File: config.mk
export PLATFORM = sky130hd
export DESIGN_NAME = multicycle_control_fsm
export DESIGN_NICKNAME = d
export VERILOG_FILES = /design/src/rtl/cpu_ctrl_pkg.sv /design/src/rtl/multicycle_control_fsm.sv
export SDC_FILE = /design/constraint.sdc
export NUM_CORES = 1
export LEC_CHECK = 0
export BUFFER_PORTS_ARGS = -buffer_cell sky130_fd_sc_hd__buf_2
export CAP_MARGIN = 40
export CORE_ASPECT_RATIO = 1.75
export CORE_MARGIN = 1
export CORE_UTILIZATION = 35
export CTS_CLUSTER_DIAMETER = 40
export DETAILED_ROUTE_END_ITERATION = 6
export SLEW_MARGIN = 20
export SYNTH_ARGS = -nofsm -noshare
export SYNTH_HDL_FRONTEND = slang
export SYNTH_SLANG_ARGS = --single-unit
File: constraint.sdc
create_clock -name clock -period 3.7 [get_ports clock]
set_input_delay 0.185 -clock clock [delete_from_list [all_inputs] [get_ports clock]]
set_output_delay 0.185 -clock clock [all_outputs]
set_load 0.005 [all_outputs]
File: src/rtl/cpu_ctrl_pkg.sv
// -----------------------------------------------------------------------------
// cpu_ctrl_pkg
// Shared definitions for the multicycle controller of the 16-bit datapath:
//   - opcode values as they appear in IR[15:12]
//   - controller state encoding
//   - mux-select / ALU-op codes driven onto the datapath
//   - packed control-word struct that bundles every controller output
// No ports (package).
// -----------------------------------------------------------------------------
package cpu_ctrl_pkg;

    // Opcodes; 8..15 are undefined and flagged as illegal in DECODE.
    localparam logic [3:0] OP_RTYPE = 4'd0;
    localparam logic [3:0] OP_ADDI  = 4'd1;
    localparam logic [3:0] OP_LW    = 4'd2;
    localparam logic [3:0] OP_SW    = 4'd3;
    localparam logic [3:0] OP_BEQ   = 4'd4;
    localparam logic [3:0] OP_BNE   = 4'd5;
    localparam logic [3:0] OP_J     = 4'd6;
    localparam logic [3:0] OP_JAL   = 4'd7;

    // Controller states. Encodings 13..15 are unused and recover to FETCH.
    typedef enum logic [3:0] {
        ST_RESET    = 4'd0,
        ST_FETCH    = 4'd1,
        ST_DECODE   = 4'd2,
        ST_EXEC_R   = 4'd3,
        ST_R_WB     = 4'd4,
        ST_EXEC_I   = 4'd5,
        ST_I_WB     = 4'd6,
        ST_MEM_ADDR = 4'd7,
        ST_MEM_RD   = 4'd8,
        ST_LD_WB    = 4'd9,
        ST_MEM_WR   = 4'd10,
        ST_BRANCH   = 4'd11,
        ST_JUMP     = 4'd12
    } state_t;

    // PC source select
    localparam logic [1:0] PCSRC_ALU    = 2'b00;
    localparam logic [1:0] PCSRC_ALUOUT = 2'b01;
    localparam logic [1:0] PCSRC_JUMP   = 2'b10;

    // ALU operand A / B selects
    localparam logic       SRCA_PC      = 1'b0;
    localparam logic       SRCA_REGA    = 1'b1;
    localparam logic [1:0] SRCB_REGB    = 2'b00;
    localparam logic [1:0] SRCB_ONE     = 2'b01;
    localparam logic [1:0] SRCB_IMM     = 2'b10;

    // ALU operation
    localparam logic [1:0] ALUOP_ADD    = 2'b00;
    localparam logic [1:0] ALUOP_SUB    = 2'b01;
    localparam logic [1:0] ALUOP_FUNK   = 2'b10;

    // Register-file destination and write-data selects
    localparam logic [1:0] REGDST_RT    = 2'b00;
    localparam logic [1:0] REGDST_RD    = 2'b01;
    localparam logic [1:0] REGDST_R7    = 2'b10;
    localparam logic [1:0] M2R_ALUOUT   = 2'b00;
    localparam logic [1:0] M2R_MDR      = 2'b01;
    localparam logic [1:0] M2R_PC       = 2'b10;

    // Complete control word presented to the datapath each cycle.
    typedef struct packed {
        logic       mem_read;
        logic       mem_write;
        logic       i_or_d;
        logic       ir_write;
        logic       pc_en;
        logic [1:0] pc_source;
        logic       alu_src_a;
        logic [1:0] alu_src_b;
        logic [1:0] alu_op;
        logic       reg_write;
        logic [1:0] reg_dst;
        logic [1:0] mem_to_reg;
        logic       illegal_op;
    } ctl_t;

    localparam ctl_t CTL_IDLE = ctl_t'(18'd0);

    // Dispatch target out of DECODE for a given opcode (illegal ops go back to FETCH).
    function automatic state_t decode_target(input logic [3:0] opc);
        state_t nxt;
        case (opc)
            OP_RTYPE:      nxt = ST_EXEC_R;
            OP_ADDI:       nxt = ST_EXEC_I;
            OP_LW, OP_SW:  nxt = ST_MEM_ADDR;
            OP_BEQ, OP_BNE: nxt = ST_BRANCH;
            OP_J, OP_JAL:  nxt = ST_JUMP;
            default:       nxt = ST_FETCH;
        endcase
        return nxt;
    endfunction

endpackage

File: src/rtl/multicycle_control_fsm.sv
// -----------------------------------------------------------------------------
// multicycle_control_fsm
// Moore-style controller sequencing a 16-bit multicycle datapath (PC, memory,
// IR, register file, ALU). Decodes op from the IR, stalls on the single shared
// memory port and counts retired instructions.
//
// Ports:
//   clock        in   rising-edge clock
//   reset_n      in   async active-low reset (aborts any instruction in flight)
//   op           in   opcode from IR[15:12]
//   funk         in   R-type function field from IR[2:0] (consumed by the ALU
//                     control when alu_op selects it; not needed for sequencing)
//   alu_zero     in   ALU zero flag, meaningful in BRANCH
//   mem_ready    in   memory completes the outstanding access this cycle
//   mem_read/mem_write/i_or_d           memory port request and address select
//   ir_write/pc_en/pc_source            IR and PC update controls
//   alu_src_a/alu_src_b/alu_op          ALU operand and operation selects
//   reg_write/reg_dst/mem_to_reg        register-file write controls
//   illegal_op   out  one-cycle pulse in DECODE on an undefined opcode
//   instr_count  out  retired-instruction count, wraps
//
// Outputs are decoded from the state register only, except ir_write/pc_en in
// FETCH (gated by mem_ready) and pc_en in BRANCH (from alu_zero), which must
// react in the same cycle.
// -----------------------------------------------------------------------------
module multicycle_control_fsm
    import cpu_ctrl_pkg::*;
#(
    parameter int OP_W   = 4,
    parameter int FUNK_W = 3,
    parameter int CNT_W  = 16
) (
    input  logic              clock,
    input  logic              reset_n,
    input  logic [OP_W-1:0]   op,
    input  logic [FUNK_W-1:0] funk,
    input  logic              alu_zero,
    input  logic              mem_ready,
    output logic              mem_read,
    output logic              mem_write,
    output logic              i_or_d,
    output logic              ir_write,
    output logic              pc_en,
    output logic [1:0]        pc_source,
    output logic              alu_src_a,
    output logic [1:0]        alu_src_b,
    output logic [1:0]        alu_op,
    output logic              reg_write,
    output logic [1:0]        reg_dst,
    output logic [1:0]        mem_to_reg,
    output logic              illegal_op,
    output logic [CNT_W-1:0]  instr_count
);

    state_t            state_r;
    state_t            state_next_s;
    logic              retire_s;
    logic [CNT_W-1:0]  instr_count_r;
    ctl_t              ctl_s;
    logic [3:0]        opc_s;
    logic              is_bne_s;
    logic              is_sw_s;
    logic              is_jal_s;
    logic              op_illegal_s;
    logic              unused_funk_s;

    // The function field only steers the ALU control, not the sequencing.
    assign unused_funk_s = ^funk;

    assign opc_s        = 4'(op);
    assign is_bne_s     = (opc_s == OP_BNE);
    assign is_sw_s      = (opc_s == OP_SW);
    assign is_jal_s     = (opc_s == OP_JAL);
    assign op_illegal_s = (opc_s > OP_JAL);

    // Next-state selection and retire detection (edge leaving a final state).
    always_comb begin
        state_next_s = ST_FETCH;
        retire_s     = 1'b0;
        case (state_r)
            ST_RESET:    state_next_s = ST_FETCH;
            ST_FETCH: begin
                if (mem_ready) begin
                    state_next_s = ST_DECODE;
                end else begin
                    state_next_s = ST_FETCH;
                end
            end
            ST_DECODE:   state_next_s = decode_target(opc_s);
            ST_EXEC_R:   state_next_s = ST_R_WB;
            ST_EXEC_I:   state_next_s = ST_I_WB;
            ST_MEM_ADDR: begin
                if (is_sw_s) begin
                    state_next_s = ST_MEM_WR;
                end else begin
                    state_next_s = ST_MEM_RD;
                end
            end
            ST_MEM_RD: begin
                if (mem_ready) begin
                    state_next_s = ST_LD_WB;
                end else begin
                    state_next_s = ST_MEM_RD;
                end
            end
            ST_MEM_WR: begin
                if (mem_ready) begin
                    state_next_s = ST_FETCH;
                    retire_s     = 1'b1;
                end else begin
                    state_next_s = ST_MEM_WR;
                end
            end
            ST_R_WB, ST_I_WB, ST_LD_WB, ST_BRANCH, ST_JUMP: begin
                state_next_s = ST_FETCH;
                retire_s     = 1'b1;
            end
            default:     state_next_s = ST_FETCH;
        endcase
    end

    // State register and retired-instruction counter.
    always_ff @(posedge clock or negedge reset_n) begin
        if (!reset_n) begin
            state_r       <= ST_RESET;
            instr_count_r <= {CNT_W{1'b0}};
        end else begin
            state_r <= state_next_s;
            if (retire_s) begin
                instr_count_r <= instr_count_r + {{(CNT_W-1){1'b0}}, 1'b1};
            end else begin
                instr_count_r <= instr_count_r;
            end
        end
    end

    // Control-word decode from the current state.
    always_comb begin
        ctl_s = CTL_IDLE;
        case (state_r)
            ST_RESET: ctl_s = CTL_IDLE;
            ST_FETCH: begin
                ctl_s.mem_read  = 1'b1;
                ctl_s.i_or_d    = 1'b0;
                ctl_s.alu_src_a = SRCA_PC;
                ctl_s.alu_src_b = SRCB_ONE;
                ctl_s.alu_op    = ALUOP_ADD;
                ctl_s.pc_source = PCSRC_ALU;
                // IR capture and PC+1 only on the cycle the fetch completes.
                ctl_s.ir_write  = mem_ready;
                ctl_s.pc_en     = mem_ready;
            end
            ST_DECODE: begin
                // Precompute the branch target into ALUOut.
                ctl_s.alu_src_a  = SRCA_PC;
                ctl_s.alu_src_b  = SRCB_IMM;
                ctl_s.alu_op     = ALUOP_ADD;
                ctl_s.illegal_op = op_illegal_s;
            end
            ST_EXEC_R: begin
                ctl_s.alu_src_a = SRCA_REGA;
                ctl_s.alu_src_b = SRCB_REGB;
                ctl_s.alu_op    = ALUOP_FUNK;
            end
            ST_R_WB: begin
                ctl_s.reg_write  = 1'b1;
                ctl_s.reg_dst    = REGDST_RD;
                ctl_s.mem_to_reg = M2R_ALUOUT;
            end
            ST_EXEC_I, ST_MEM_ADDR: begin
                ctl_s.alu_src_a = SRCA_REGA;
                ctl_s.alu_src_b = SRCB_IMM;
                ctl_s.alu_op    = ALUOP_ADD;
            end
            ST_I_WB: begin
                ctl_s.reg_write  = 1'b1;
                ctl_s.reg_dst    = REGDST_RT;
                ctl_s.mem_to_reg = M2R_ALUOUT;
            end
            ST_MEM_RD: begin
                ctl_s.mem_read = 1'b1;
                ctl_s.i_or_d   = 1'b1;
            end
            ST_LD_WB: begin
                ctl_s.reg_write  = 1'b1;
                ctl_s.reg_dst    = REGDST_RT;
                ctl_s.mem_to_reg = M2R_MDR;
            end
            ST_MEM_WR: begin
                ctl_s.mem_write = 1'b1;
                ctl_s.i_or_d    = 1'b1;
            end
            ST_BRANCH: begin
                ctl_s.alu_src_a = SRCA_REGA;
                ctl_s.alu_src_b = SRCB_REGB;
                ctl_s.alu_op    = ALUOP_SUB;
                ctl_s.pc_source = PCSRC_ALUOUT;
                // beq takes on zero, bne on non-zero.
                ctl_s.pc_en     = alu_zero ^ is_bne_s;
            end
            ST_JUMP: begin
                ctl_s.pc_source = PCSRC_JUMP;
                ctl_s.pc_en     = 1'b1;
                if (is_jal_s) begin
                    // PC already holds the return address (incremented in FETCH).
                    ctl_s.reg_write  = 1'b1;
                    ctl_s.reg_dst    = REGDST_R7;
                    ctl_s.mem_to_reg = M2R_PC;
                end else begin
                    ctl_s.reg_write  = 1'b0;
                end
            end
            default: ctl_s = CTL_IDLE;
        endcase
    end

    assign mem_read    = ctl_s.mem_read;
    assign mem_write   = ctl_s.mem_write;
    assign i_or_d      = ctl_s.i_or_d;
    assign ir_write    = ctl_s.ir_write;
    assign pc_en       = ctl_s.pc_en;
    assign pc_source   = ctl_s.pc_source;
    assign alu_src_a   = ctl_s.alu_src_a;
    assign alu_src_b   = ctl_s.alu_src_b;
    assign alu_op      = ctl_s.alu_op;
    assign reg_write   = ctl_s.reg_write;
    assign reg_dst     = ctl_s.reg_dst;
    assign mem_to_reg  = ctl_s.mem_to_reg;
    assign illegal_op  = ctl_s.illegal_op;
    assign instr_count = instr_count_r;

endmodule

# Yosys cells after proc, flatten, opt, wreduce, memory -nomap -nowiden
# Memories as Yosys holds them, arrays and structs flattened.
# Cells that the tools add are included.
# totals
inputBits,11
n_memories,1
ff_bits,20
rom_bits,32
# memory_table
name,words,width,read_ports,rd_clocked_by_memory_dff,write_ports,line,text
(no name shown),8,4,1,0,0,cpu_ctrl_pkg.sv:86,case (opc)
# op_classes
addsub,1
mux,18
order_cmp,1
n_bitwise,1
reduce_logical,4
n_eq_ne,15
# ops
op,count
$pmux W4 S7,1
$pmux W5 S5,1
$eq A4 B3 Y1 const B,6
$eq A4 B4 Y1 const B,5
$pmux W5 S4,1
$add A16 B1 Y16 const B,1
$eq A4 B2 Y1 const B,3
$mux W4,3
$pmux W3 S3,1
$mux W1,8
$reduce_or A2 Y1,3
$reduce_or A5 Y1,1
$eq A4 B1 Y1 const B,1
$gt A4 B3 Y1 const B,1
$mux W2,2
$pmux W1 S2,1
$xor A1 B1 Y1,1

# Depth between registers and ports, before layout
# depth
word_depth,3
ltp_mapped,6

# Worst setup path before layout
# Ideal clock, no wire load.
# synth_timing
path_kind,register to output
start,reg state_r[1]
end,out reg_dst[1]
t_arrival_ps,1282
path_buffers,3
path_slack_ps,2233
path_stages_with_launch,5
required_time_ps,3515
cell_sequence,dfrtp_1 -> buf_2 -> clkbuf_1 -> nor4_1 -> buf_4
# synth_via
elab_chain_len,2
# synth_lines
item,line,text
"start, declared",multicycle_control_fsm.sv:55,state_t state_r;
"start signal, assigned",multicycle_control_fsm.sv:128,state_r <= state_next_s;
$eq A4 B4 Y1 or $eq A4 B3 Y1 (tied branches),multicycle_control_fsm.sv:140,case (state_r)
$pmux W5 S4 *,multicycle_control_fsm.sv:140,
"end, declared",multicycle_control_fsm.sv:49,"output logic [1:0] reg_dst,"
# Every way passes the cells marked *; elsewhere a longest branch is shown, timed or not.

# Worst setup path after layout
# layout_timing
start,reg state_r[2]
end,out mem_write
# layout_via
elab_chain_len,2
# layout_lines
item,line,text
$eq A4 B4 Y1,multicycle_control_fsm.sv:140,
$mux W1,multicycle_control_fsm.sv:140,
"end, declared",multicycle_control_fsm.sv:40,"output logic mem_write,"
# Every way passes these cells.

==> summary.md <==
| Metric | Value |
|---|---|
| Placement Setup Slack | `1.915 ns` |
| Critical path buffer and inverter count | `2` |
| Area grow syn2layout | `18.65%` |
| Die H | `81.41 microns` |
| WHS Endpoint | `state_r[0]` |
| Multi-input gate area | `between 600 and 700 sq um` |
| Yosys reg bits | `20` |
| Fin. max-slew vios | `0` |
| Final core utilization | `44.04%` |
| Drt drc | `0` |
| Die area | `approximately 3900 sq um` |
| Largest net degree at the start of global routing | `22` |
| Placement Rows | `28` |
| Worst setup margin | `1.892 ns` |
| Post-route antenna net violation count | `0` |
| Power Dens Cells | `between 500 and 600 nW/um^2` |
| Most used routing layer in global routing | `met2` |
| Synth async-reset ratio | `100.0%` |
| Hold path start | `op[2]` |
| Antenna violations before repair | `0` |
| DP HPWL | `2066 microns` |
| PortBufs | `41` |
| Max incr delay on CP | `0.69 ns` |
| Pint | `roughly 500 uW` |
| Synth top area cells | `dfrtp_1 (40%), xnor2_1 (11%), nand2_1 (4.5%)` |
| Hold Vio Cnt, Final | `0` |
| Met3 usage | `2.198%` |
| Placer congestion estimate | `roughly 0.72` |
| Logic pwr share | `40.6%` |
| CTS Buffer Depth | `2` |
| Die width | `47.38 microns` |
| Mapped Nets | `150` |
| Vias | `about 1,100` |
| CTS buffer count | `3` |
| Met2 Use GR | `27.95%` |
| Outcome | `finished clean` |
| Worst skew pair latency | `~0.25 ns` |
| Initial DRC Count | `9` |
| Period utilisation layout | `48.86%` |
| # IOs | `45` |
| Mapped cell area | `1261 sq um` |
| Post-synth EDFFs | `0` |
| CP delay by family, top | `flip-flops` |
| CP Capture Type | `primary output` |
| Req. time, crit path | `around 3.5 ns` |
| Worst min path class | `input port to flip-flop` |
| Switching power total | `353.0 uW` |
| VDD IR-drop max | `0.3384 mV` |
| Worst-path maximum fanout | `19` |
| Max Freq | `0.5532 GHz` |
| Cts repair resizes | `0` |
| First-pass GRT wire length | `4491 microns` |
| Total track usage | `between 15 and 20%` |
| Syn_area_per_cell | `a little over 9 sq um` |
| Setup crit start kind | `flip-flop` |
| N_diodes | `0` |
| Sw Ratio | `roughly 41%` |
| Yosys top cell by area | `dfrtp_1` |
| Final nets | `184` |
| Core area | `3398 sq um` |
| Post-Synthesis Cells | `138` |
| Worst slew margin | `59.05%` |
| Main synth FF type | `dfrtp_1` |
| Synth cell types | `36` |
| Clock skew | `0.001380 ns` |
| Vias in the first global route | `994` |
| FF-to-FF path depth | `3` |
| H-tree Lvls | `1` |
| Lkg Pwr | `0.7269 nW` |
| Max-cap violation count | `0` |
| Clock share of power | `between 15 and 20%` |
| Top cell type's share of synthesized area | `around two fifths` |
| Root buffer cell | `clkbuf_8` |
| Reg2reg end | `instr_count[1]` |
| Wire per inst | `12.70 microns` |
| Register area share after synthesis | `39.68%` |
| Crit Path Class | `flip-flop to primary output` |
| Post-Layout Cell Count | `between 200 and 250` |
| Worst-path clk slew | `0.07 ns` |
| CTS Hold Bufs | `1` |
| Pre-Repair DR Iteration Count | `4` |
| RSZ-0062 raised after global routing | `no` |
| Reg power frac | `43.6%` |
| Reg2Reg Setup Slack | `1.90 ns` |
| CTS tree | `built` |
| Congestion Overflow GR | `0` |
| Ys Warns | `0` |
| Fill count | `359` |
| FF/Latch Area | `500.5 sq um` |
| Fin crit period | `1.808 ns` |
| Setup tns final | `0 ns` |
| Initial Utilization | `37.11%` |
| Worst-margin pin slew | `0.6142 ns` |
| Inst Count DP | `211` |
| Critical path cell sequence | `nand2b_4 -> nor2_1 -> nand2_1 -> inv_1 -> buf_2` |
| Share of layout cells above drive strength 1 | `28.24%` |
| Worst r2r src | `state_r[1]` |
| DR vias/cell | `5.312` |
| Grt met1 use | `18.24%` |
| Final setup fails | `0` |
| Slowest cell on crit path | `dfrtp_1` |
| Arrival time worst endpoint | `1.62 ns` |
| Total wire length | `2731 microns` |
| Clock sink total | `20` |
| Postcts setup bufs | `0` |
| WHS Path Cells | `2` |
## state kept, by name, summed over array words and instances (netlist names)
signal       cells
state_r          4
instr_count     16
## cell usage in the layout (no fill, tap or decap), types with 3 or more instances in the layout
cell type	count
a21oi_1	3
and3_1	5
buf_2	41
clkbuf_8	3
dfrtp_1	20
inv_1	3
nand2_1	15
nand3_1	5
nand4_1	7
nor2_1	11
nor3_1	4
nor4_1	3
o21ai_0	6
xnor2_1	16
## how the worst max path moves through the flow
stage / startpoint / to / slack, ns / cells after the start
2_1_floorplan: state_r[1] / reg_dst[1] / 2.23 / 4
3_3_place_gp: state_r[1] / instr_count[1] / 1.93 / 3
3_5_place_dp: state_r[1] / instr_count[1] / 1.91 / 3
4_1_cts: state_r[2] / mem_write / 1.89 / 5
5_1_grt: state_r[2] / pc_en / 1.68 / 5
6_report: state_r[2] / mem_write / 1.89 / 5
## metrics by stage
step           hold WS (ns)  power [mW]  instance area [sq um]
2_1_floorplan       -0.1106      0.6229                   1261
3_3_place_gp         0.1472      0.7137                   1445
3_5_place_dp         0.1575      0.7261                   1445
4_1_cts              0.2056      0.8656                   1496
5_1_grt              0.2221      0.9356                   1496
6_report             0.2160      0.8569                   1496
## metal layers
layer,vias up,share of wire [%]
met4,0,1.2
met1,551,41
li1,546,-
met2,41,53
met5,-,0
met3,4,4.5
## worst register-to-register path: stages (launching register included)
cell,delay (ns)
dfrtp_1,0.73
a21oi_1,0.20
o2bb2ai_4,0.37
mux2_2,0.38
## cell families (layout without fill, tap and decap cells)
group	after synthesis	after routing	share of synthesized area, %
xor+xnor	18	18	12.50
buf+inv	16	48	7.042
fa+ha+maj	1	1	0.9919
flops	20	20	39.68
simple gates	65	65	28.67
mux	1	1	0.8928
compound gates	17	17	10.22
## Yosys cell counts (all sizes together) (2+ instances only)
| master | n |
|---|---|
| dfrtp | 20 |
| xnor2 | 16 |
| nand2 | 15 |
| nor2 | 11 |
| buf | 9 |
| nand4 | 7 |
| o21ai | 6 |
| and3 | 5 |
| nand3 | 5 |
| clkbuf | 4 |
| nor3 | 4 |
| a21oi | 3 |
| inv | 3 |
| nand2b | 3 |
| nor2b | 3 |
| nor4 | 3 |
| a31oi | 2 |
| and4 | 2 |
| nand4b | 2 |
| nor4bb | 2 |
| xor2 | 2 |
## power by group through the flow
| stage | Combinational (mW) | Clock (mW) | Sequential, mW |
|---|---|---|---|
| floorplan | 0.323 | 0 | 0.300 |
| global route | 0.396 | 0.148 | 0.391 |
| global placement | 0.340 | 0 | 0.374 |
| CTS | 0.353 | 0.141 | 0.373 |
| finish | 0.348 | 0.135 | 0.374 |
| detailed placement | 0.349 | 0 | 0.377 |
## layout make-up
cell class,instances,area share (%)
clock buffers,3,2.759
repair buffers,42,14.38
inverters,3,0.7525
flip-flops and latches,20,33.44
well taps,45,3.763
multi-input cells,102,44.90
Note: power is estimated with default switching activity, not from simulation.
